### src/rtl/csr_pkg.sv
// rtl/csr_pkg.sv - shared encodings and field positions for the CSR execute stage
package csr_pkg;

  localparam logic [1:0] CSR_OP_NONE = 2'b00;
  localparam logic [1:0] CSR_OP_RW   = 2'b01;
  localparam logic [1:0] CSR_OP_RS   = 2'b10;
  localparam logic [1:0] CSR_OP_RC   = 2'b11;
  localparam int         CSR_OP_IMM  = 2;

  localparam logic [1:0] PRIV_U = 2'b00;
  localparam logic [1:0] PRIV_S = 2'b01;
  localparam logic [1:0] PRIV_M = 2'b11;

  // Address bits [11:10]==11 mark read-only CSRs; [9:8] give the lowest privilege allowed.
  localparam int CSR_RO_HI   = 11;
  localparam int CSR_RO_LO   = 10;
  localparam int CSR_PRIV_HI = 9;
  localparam int CSR_PRIV_LO = 8;

  typedef enum logic [1:0] {
    ST_IDLE = 2'b00,
    ST_EXEC = 2'b01,
    ST_RESP = 2'b10
  } csr_state_e;

endpackage

### src/rtl/csr_exec_unit_if.sv
// rtl/csr_exec_unit_if.sv - request/response and hardware-update bus of the CSR execute stage
interface csr_exec_unit_if #(
  parameter int XLEN = 32
);
  logic            req_valid;
  logic            req_ready;
  logic [2:0]      req_op;
  logic [11:0]     req_addr;
  logic [4:0]      req_rd;
  logic [4:0]      req_rs1_idx;
  logic [XLEN-1:0] req_rs1_data;
  logic [1:0]      req_priv;

  logic            resp_valid;
  logic            resp_ready;
  logic [4:0]      resp_rd;
  logic            resp_rd_we;
  logic [XLEN-1:0] resp_rd_data;
  logic            resp_illegal;

  logic            hw_we;
  logic [11:0]     hw_addr;
  logic [XLEN-1:0] hw_wdata;

  modport master (
    output req_valid, req_op, req_addr, req_rd, req_rs1_idx, req_rs1_data, req_priv,
    output resp_ready, hw_we, hw_addr, hw_wdata,
    input  req_ready, resp_valid, resp_rd, resp_rd_we, resp_rd_data, resp_illegal
  );

  modport slave (
    input  req_valid, req_op, req_addr, req_rd, req_rs1_idx, req_rs1_data, req_priv,
    input  resp_ready, hw_we, hw_addr, hw_wdata,
    output req_ready, resp_valid, resp_rd, resp_rd_we, resp_rd_data, resp_illegal
  );
endinterface

### src/rtl/csr_addr_match.sv
// rtl/csr_addr_match.sv - maps a 12-bit CSR address to its slot in the local CSR file
module csr_addr_match #(
  parameter int                    NUM_CSR   = 8,
  parameter int                    IDXW      = 3,
  parameter logic [12*NUM_CSR-1:0] CSR_ADDRS = '0
) (
  input  logic [11:0]     i_addr,
  output logic            o_hit,
  output logic [IDXW-1:0] o_idx
);

  // Scan from the top down so that the lowest matching slot is the one left standing.
  always_comb begin
    o_hit = 1'b0;
    o_idx = '0;
    for (int i = NUM_CSR - 1; i >= 0; i--) begin
      if (CSR_ADDRS[12*i +: 12] == i_addr) begin
        o_hit = 1'b1;
        o_idx = IDXW'(i);
      end
    end
  end

endmodule

### src/rtl/csr_exec_unit.sv
// rtl/csr_exec_unit.sv - sequential Zicsr execute stage with a local parametrised CSR file
module csr_exec_unit
  import csr_pkg::*;
#(
  parameter int                         XLEN       = 32,
  parameter int                         NUM_CSR    = 8,
  parameter logic [12*NUM_CSR-1:0]      CSR_ADDRS  = {NUM_CSR{12'h000}},
  parameter logic [NUM_CSR*XLEN-1:0]    CSR_RESETS = {NUM_CSR*XLEN{1'b0}}
) (
  input  logic                      clk,
  input  logic                      rst,
  csr_exec_unit_if.slave            bus,
  output logic [NUM_CSR*XLEN-1:0]   csr_flat
);

  localparam int IDXW = (NUM_CSR > 1) ? $clog2(NUM_CSR) : 1;

  csr_state_e      r_state;
  logic [2:0]      r_op;
  logic [11:0]     r_addr;
  logic [4:0]      r_rd;
  logic [4:0]      r_rs1_idx;
  logic [XLEN-1:0] r_rs1_data;
  logic [1:0]      r_priv;
  logic [XLEN-1:0] r_csr [NUM_CSR];

  logic            r_resp_valid;
  logic [4:0]      r_resp_rd;
  logic            r_resp_rd_we;
  logic [XLEN-1:0] r_resp_rd_data;
  logic            r_resp_illegal;

  logic            w_req_hit;
  logic [IDXW-1:0] w_req_idx;
  logic            w_hw_hit;
  logic [IDXW-1:0] w_hw_idx;
  logic [XLEN-1:0] w_old;
  logic [XLEN-1:0] w_src;
  logic [XLEN-1:0] w_new;
  logic            w_write_intent;
  logic            w_read_intent;
  logic            w_illegal;
  logic            w_sw_we;
  logic            w_hw_we;

  csr_addr_match #(.NUM_CSR(NUM_CSR), .IDXW(IDXW), .CSR_ADDRS(CSR_ADDRS)) u_req_match (
    .i_addr (r_addr),
    .o_hit  (w_req_hit),
    .o_idx  (w_req_idx)
  );

  csr_addr_match #(.NUM_CSR(NUM_CSR), .IDXW(IDXW), .CSR_ADDRS(CSR_ADDRS)) u_hw_match (
    .i_addr (bus.hw_addr),
    .o_hit  (w_hw_hit),
    .o_idx  (w_hw_idx)
  );

  // Old value is read live in EXEC, so it reflects every write committed up to EXEC entry.
  assign w_old = w_req_hit ? r_csr[w_req_idx] : '0;
  assign w_src = r_op[CSR_OP_IMM] ? {{(XLEN-5){1'b0}}, r_rs1_idx} : r_rs1_data;

  always_comb begin
    w_new = w_src;
    case (r_op[1:0])
      CSR_OP_RS: w_new = w_old | w_src;
      CSR_OP_RC: w_new = w_old & ~w_src;
      default:   w_new = w_src;
    endcase
  end

  assign w_write_intent = (r_op[1:0] == CSR_OP_RW) || (r_rs1_idx != 5'd0);
  assign w_read_intent  = (r_op[1:0] != CSR_OP_RW) || (r_rd != 5'd0);
  assign w_illegal      = (r_op[1:0] == CSR_OP_NONE) || !w_req_hit
                        || (r_priv < r_addr[CSR_PRIV_HI:CSR_PRIV_LO])
                        || (w_write_intent && (r_addr[CSR_RO_HI:CSR_RO_LO] == 2'b11));
  assign w_sw_we        = (r_state == ST_EXEC) && w_write_intent && !w_illegal;
  assign w_hw_we        = bus.hw_we && w_hw_hit;

  // Software commit takes precedence over a hardware update to the same slot.
  always_ff @(posedge clk or posedge rst) begin
    if (rst) begin
      for (int i = 0; i < NUM_CSR; i++) r_csr[i] <= CSR_RESETS[XLEN*i +: XLEN];
    end else begin
      for (int i = 0; i < NUM_CSR; i++) begin
        if (w_sw_we && (w_req_idx == IDXW'(i))) r_csr[i] <= w_new;
        else if (w_hw_we && (w_hw_idx == IDXW'(i))) r_csr[i] <= bus.hw_wdata;
      end
    end
  end

  always_ff @(posedge clk or posedge rst) begin
    if (rst) begin
      r_state        <= ST_IDLE;
      r_op           <= '0;
      r_addr         <= '0;
      r_rd           <= '0;
      r_rs1_idx      <= '0;
      r_rs1_data     <= '0;
      r_priv         <= '0;
      r_resp_valid   <= 1'b0;
      r_resp_rd      <= '0;
      r_resp_rd_we   <= 1'b0;
      r_resp_rd_data <= '0;
      r_resp_illegal <= 1'b0;
    end else begin
      case (r_state)
        ST_IDLE: begin
          if (bus.req_valid) begin
            r_op       <= bus.req_op;
            r_addr     <= bus.req_addr;
            r_rd       <= bus.req_rd;
            r_rs1_idx  <= bus.req_rs1_idx;
            r_rs1_data <= bus.req_rs1_data;
            r_priv     <= bus.req_priv;
            r_state    <= ST_EXEC;
          end
        end
        ST_EXEC: begin
          r_resp_valid   <= 1'b1;
          r_resp_rd      <= r_rd;
          r_resp_rd_we   <= w_read_intent && (r_rd != 5'd0) && !w_illegal;
          r_resp_rd_data <= w_illegal ? '0 : w_old;
          r_resp_illegal <= w_illegal;
          r_state        <= ST_RESP;
        end
        ST_RESP: begin
          if (bus.resp_ready) begin
            r_resp_valid   <= 1'b0;
            r_resp_rd      <= '0;
            r_resp_rd_we   <= 1'b0;
            r_resp_rd_data <= '0;
            r_resp_illegal <= 1'b0;
            r_state        <= ST_IDLE;
          end
        end
        default: r_state <= ST_IDLE;
      endcase
    end
  end

  assign bus.req_ready    = (r_state == ST_IDLE) && !rst;
  assign bus.resp_valid   = r_resp_valid;
  assign bus.resp_rd      = r_resp_rd;
  assign bus.resp_rd_we   = r_resp_rd_we;
  assign bus.resp_rd_data = r_resp_rd_data;
  assign bus.resp_illegal = r_resp_illegal;

  always_comb begin
    csr_flat = '0;
    for (int i = 0; i < NUM_CSR; i++) csr_flat[XLEN*i +: XLEN] = r_csr[i];
  end

endmodule

### src/flat_wrapper.sv
// flat-port wrapper written by rule: the top's interface ports become plain ports
module csr_exec_unit_flat import csr_pkg::*;
#(
  parameter int                         XLEN       = 32,
  parameter int                         NUM_CSR    = 8,
  parameter logic [12*NUM_CSR-1:0]      CSR_ADDRS  = {NUM_CSR{12'h000}},
  parameter logic [NUM_CSR*XLEN-1:0]    CSR_RESETS = {NUM_CSR*XLEN{1'b0}}
)
  (clk, rst, csr_flat, bus_req_valid, bus_req_op, bus_req_addr, bus_req_rd, bus_req_rs1_idx, bus_req_rs1_data, bus_req_priv, bus_resp_ready, bus_hw_we, bus_hw_addr, bus_hw_wdata, bus_req_ready, bus_resp_valid, bus_resp_rd, bus_resp_rd_we, bus_resp_rd_data, bus_resp_illegal);
  csr_exec_unit_if #(.XLEN(XLEN)) bus_i ();
  input  logic clk;
  input  logic rst;
  output logic [NUM_CSR*XLEN-1:0] csr_flat;
  input wire logic [$bits(bus_i.req_valid)-1:0] bus_req_valid;
  input wire logic [$bits(bus_i.req_op)-1:0] bus_req_op;
  input wire logic [$bits(bus_i.req_addr)-1:0] bus_req_addr;
  input wire logic [$bits(bus_i.req_rd)-1:0] bus_req_rd;
  input wire logic [$bits(bus_i.req_rs1_idx)-1:0] bus_req_rs1_idx;
  input wire logic [$bits(bus_i.req_rs1_data)-1:0] bus_req_rs1_data;
  input wire logic [$bits(bus_i.req_priv)-1:0] bus_req_priv;
  input wire logic [$bits(bus_i.resp_ready)-1:0] bus_resp_ready;
  input wire logic [$bits(bus_i.hw_we)-1:0] bus_hw_we;
  input wire logic [$bits(bus_i.hw_addr)-1:0] bus_hw_addr;
  input wire logic [$bits(bus_i.hw_wdata)-1:0] bus_hw_wdata;
  output wire logic [$bits(bus_i.req_ready)-1:0] bus_req_ready;
  output wire logic [$bits(bus_i.resp_valid)-1:0] bus_resp_valid;
  output wire logic [$bits(bus_i.resp_rd)-1:0] bus_resp_rd;
  output wire logic [$bits(bus_i.resp_rd_we)-1:0] bus_resp_rd_we;
  output wire logic [$bits(bus_i.resp_rd_data)-1:0] bus_resp_rd_data;
  output wire logic [$bits(bus_i.resp_illegal)-1:0] bus_resp_illegal;
  assign bus_i.req_valid = bus_req_valid;
  assign bus_i.req_op = bus_req_op;
  assign bus_i.req_addr = bus_req_addr;
  assign bus_i.req_rd = bus_req_rd;
  assign bus_i.req_rs1_idx = bus_req_rs1_idx;
  assign bus_i.req_rs1_data = bus_req_rs1_data;
  assign bus_i.req_priv = bus_req_priv;
  assign bus_i.resp_ready = bus_resp_ready;
  assign bus_i.hw_we = bus_hw_we;
  assign bus_i.hw_addr = bus_hw_addr;
  assign bus_i.hw_wdata = bus_hw_wdata;
  assign bus_req_ready = bus_i.req_ready;
  assign bus_resp_valid = bus_i.resp_valid;
  assign bus_resp_rd = bus_i.resp_rd;
  assign bus_resp_rd_we = bus_i.resp_rd_we;
  assign bus_resp_rd_data = bus_i.resp_rd_data;
  assign bus_resp_illegal = bus_i.resp_illegal;
  csr_exec_unit #(.XLEN(XLEN), .NUM_CSR(NUM_CSR), .CSR_ADDRS(CSR_ADDRS), .CSR_RESETS(CSR_RESETS)) u_core (.clk(clk), .rst(rst), .bus(bus_i), .csr_flat(csr_flat));
endmodule
### config.mk
export PLATFORM = sky130hd
export DESIGN_NAME = csr_exec_unit_flat
export DESIGN_NICKNAME = d
export VERILOG_FILES = /design/src/rtl/csr_pkg.sv /design/src/rtl/csr_exec_unit_if.sv /design/src/rtl/csr_addr_match.sv /design/src/rtl/csr_exec_unit.sv /design/src/flat_wrapper.sv
export SDC_FILE = /design/constraint.sdc
export NUM_CORES = 1
export LEC_CHECK = 0
export CAP_MARGIN = 0
export CORE_AREA = 3 3 155 157
export CTS_CLUSTER_SIZE = 20
export DETAILED_ROUTE_END_ITERATION = 10
export DIE_AREA = 0 0 158 160
export PLACE_DENSITY = 0.7
export SYNTH_ARGS = -nofsm -noshare
export SYNTH_HDL_FRONTEND = slang
export SYNTH_SLANG_ARGS = --single-unit
### constraint.sdc
create_clock -name clk -period 5.1 [get_ports clk]
set_clock_uncertainty 0.1 [all_clocks]
set_input_delay 0.51 -clock clk [delete_from_list [all_inputs] [get_ports clk]]
set_output_delay 0.51 -clock clk [all_outputs]
set_load 0.05 [all_outputs]
==> reports/metrics.csv <==
stage;metric;value;unit
yosys;most frequent cell after synthesis;buf_4;
power_and_ir_drop;Net Switching;1.70;mW
timing;final setup fails;0;
yosys;Synth Cell Area;7570;um^2
yosys;most common library cells after synthesis;buf_4 (224), dfrtp_1 (133), mux2i_1 (69), mux2_2 (57), a22o_1 (38);
layout;non-filler instance count after layout;1134;
timing;Tcrit/Tclk final;54.6;%
die;# IOs;405;
route;routed vias/inst;4.31;
layout;Multi-input gate area;3280;um^2
die;die height;160;um
power_and_ir_drop;Gate power share;35.8;%
placed_design;dpl cell area;8840;um^2
setup_path;worst reg-to-reg setup slack;2310;ps
die;cell row count;55;
job;max-cap violation count;0;
die;DIE AREA;25300;um^2
global_routing;vias in the first global route;4880;
yosys;number of synthesized flops with an enable pin;0;
yosys;Unique masters post-synth;32;
yosys;post-synthesis sequential area ratio;44.0;%
route;via count;4883;
yosys;largest area contributor in the netlist;dfrtp_1;
yosys;Yosys reg bits;133;
route;DRT Pass-1 Iters;5;
setup_path;CP required;5340;ps
die;Initial Util;33.4;%
power_and_ir_drop;sequential share of power;35.3;%
setup_path;Setup crit end kind;flop;
layout;fin nets;945;
clock_network;clk root buf;clkbuf_16;
yosys;Primary FF master, synth;dfrtp_1;
route;initial DRC count;150;
clock_network;Clock Latency Late Sink;410;ps
setup_path;Worst R2R Start;u_core.r_rs1_idx[0]$_DFFE_PP0P_;
min_path;worst hold path class;reg -> reg;
setup_path;CP max FO;32;
placed_design;Placement Setup Slack;2280;ps
clock_network;cts hold-fix bufs;0;
yosys;yosys warns;0;
timing;worst rel slew slack;34.7;%
clock_network;Post-CTS Setup Inserts;0;
timing;setup ws final;2310;ps
power_and_ir_drop;Cell Pwr Density;457;nW/um^2
clock_network;total clock sinks;133;
placed_design;placed cells;1102;
route;DRC;0;
power_and_ir_drop;maximum vdd drop;279;uV
timing;Total Neg Setup Slack;0;ps
yosys;Post-synth ARST share;100;%
timing;fmax;0.359;GHz
placed_design;DP HPWL;12700;um
timing;final critical-path required period;2790;ps
route;Final ANT Viol Nets;0;
layout;final instance area;9430;um^2
timing;RSZ-0062 raised after global routing;false;
timing;Worst-Margin Slew;978;ps
setup_path;worst reg2reg endpoint;u_core.bus.resp_rd_data[15]$_DFFE_PP0P_;
timing;Fin. Hold Viols;0;
route;drt total wl;18400;um
yosys;Syn Area/Cell;11.4;um^2
power_and_ir_drop;Final Power;4.31;mW
power_and_ir_drop;sw frac;39.5;%
setup_path;crit path launch type;flop;
global_routing;largest net degree at the start of global routing;106;
layout;Layout fillers;2184;
clock_network;post_cts resized;0;
clock_network;CTS tree;done;
clock_network;total CTS buffers;17;
global_routing;GRT Util Overall;14.2;%
die;Die W;158;um
placed_design;I/O Buffers;180;
placed_design;Placer Congestion;0.712;
global_routing;first-pass GRT wire length;27800;um
route;WL met3;1480;um
yosys;Syn Inst Count;662;
power_and_ir_drop;Clk pwr share;28.9;%
setup_path;crit path from;u_core.r_rs1_idx[0]$_DFFE_PP0P_;
layout;FF+latch area;3330;um^2
clock_network;maximum clock path buffer count;2;
setup_path;WP data arrival;3030;ps
setup_path;R2R cell count;5;
route;met1 WL;7410;um
route;DR top layer;met4;
clock_network;clk slew on worst S/H paths;60;ps
route;met2 WL;9350;um
timing;Slew Limit Fails;0;
setup_path;crit path to;u_core.bus.resp_rd_data[15]$_DFFE_PP0P_;
min_path;HP Start;u_core.bus.resp_rd_we$_DFFE_PP0P_;
layout;# diodes;0;
layout;final core occ;41.7;%
layout;area delta synth->final;24.6;%
setup_path;WS Path Type;reg -> reg;
yosys;Yosys top cell area share;44.0;%
layout;fraction of layout cells with a size suffix above 1;12.4;%
power_and_ir_drop;P_leak;4.38;nW
power_and_ir_drop;Internal Power;2.61;mW
yosys;main area contributors after synthesis;dfrtp_1 (44%), buf_4 (22%), mux2i_1 (9.1%);
route;DR WL/cell;16.2;um
timing;Hold Slack;390;ps
global_routing;initial antenna violation count;0;
status;outcome;completed;
global_routing;global route overflow;0;
clock_network;H-tree depth;4;
die;Core ar.;22600;um^2
[critical path: stages, from the launching register on]
cell,delay (ps)
dfrtp_1,390
or4_1,570
o311ai_2,270
o2111ai_2,310
nor2_4,810
a22o_1,240
[sequential cells by signal, summed over array words and instances, names as in the netlist, 2 cells and up]
signal and count:
u_core.bus.resp_rd_data 32, u_core.csr_flat 32, u_core.r_rs1_data 32, u_core.r_addr 12, u_core.bus.resp_rd 5, u_core.r_rd 5
u_core.r_rs1_idx 5, u_core.r_op 3, u_core.r_priv 2, u_core.r_state 2
[cells by family after synthesis]
logic type,after synthesis,synth area share (%)
AOI/OAI and AO/OA,81,8.98
adders and majority gates,1,0.165
buffers and inverters,259,24.3
DFF,133,44.0
muxes,126,17.6
other,1,0.0495
and+or+nand+nor,61,4.93
[power by group through the flow]
stage          sequential, mW  clock (mW)  combinational, mW
5_1_grt                  1.56        1.33               1.67
3_5_place_dp             1.54           0               1.55
6_report                 1.52        1.24               1.54
3_3_place_gp             1.53           0               1.52
4_1_cts                  1.52        1.28               1.56
2_1_floorplan            1.58           0               1.24
[worst min path at each step]
stage / endpoint / slack (ps) / cells past startpoint
finish: u_core.bus.resp_rd_we$_DFFE_PP0P_ / 390 / 2
CTS: u_core.bus.resp_rd_we$_DFFE_PP0P_ / 400 / 2
global placement: u_core.bus.resp_rd_we$_DFFE_PP0P_ / 370 / 2
global route: u_core.bus.resp_illegal$_DFFE_PP0P_ / 420 / 1
detailed placement: u_core.bus.resp_rd_we$_DFFE_PP0P_ / 380 / 2
floorplan: u_core.r_priv[0]$_DFFE_PP0P_ / 370 / 1
[cell usage in the layout (no fill, tap or decap), drive strengths merged, types with 5 or more instances in the layout]
cell	n
mux2i	69
dfrtp	133
nor2	8
nand2b	30
a31oi	5
nor3	5
mux2	57
a32oi	27
inv	14
or4	5
clkbuf	18
buf	7
clkdlybuf4s50	180
conb	224
a22o	38
o21ai	5
[final cells by class]
| type | instances | share of cell area, % |
|---|---|---|
| repair buffers | 187 | 19.7 |
| well taps | 285 | 3.78 |
| clock buffers | 18 | 4.66 |
| inverters | 4 | 0.212 |
| multi-input cells | 493 | 34.8 |
| clock inverters | 14 | 1.66 |
| flip-flops and latches | 133 | 35.3 |
[layer usage]
metal,up-vias,global-route usage (%)
met5,-,0
met4,0,3.29
met3,7,4.50
met2,227,23.9
met1,2423,17.8
li1,2226,-
No activity file was read; power rests on OpenSTA's default activity.
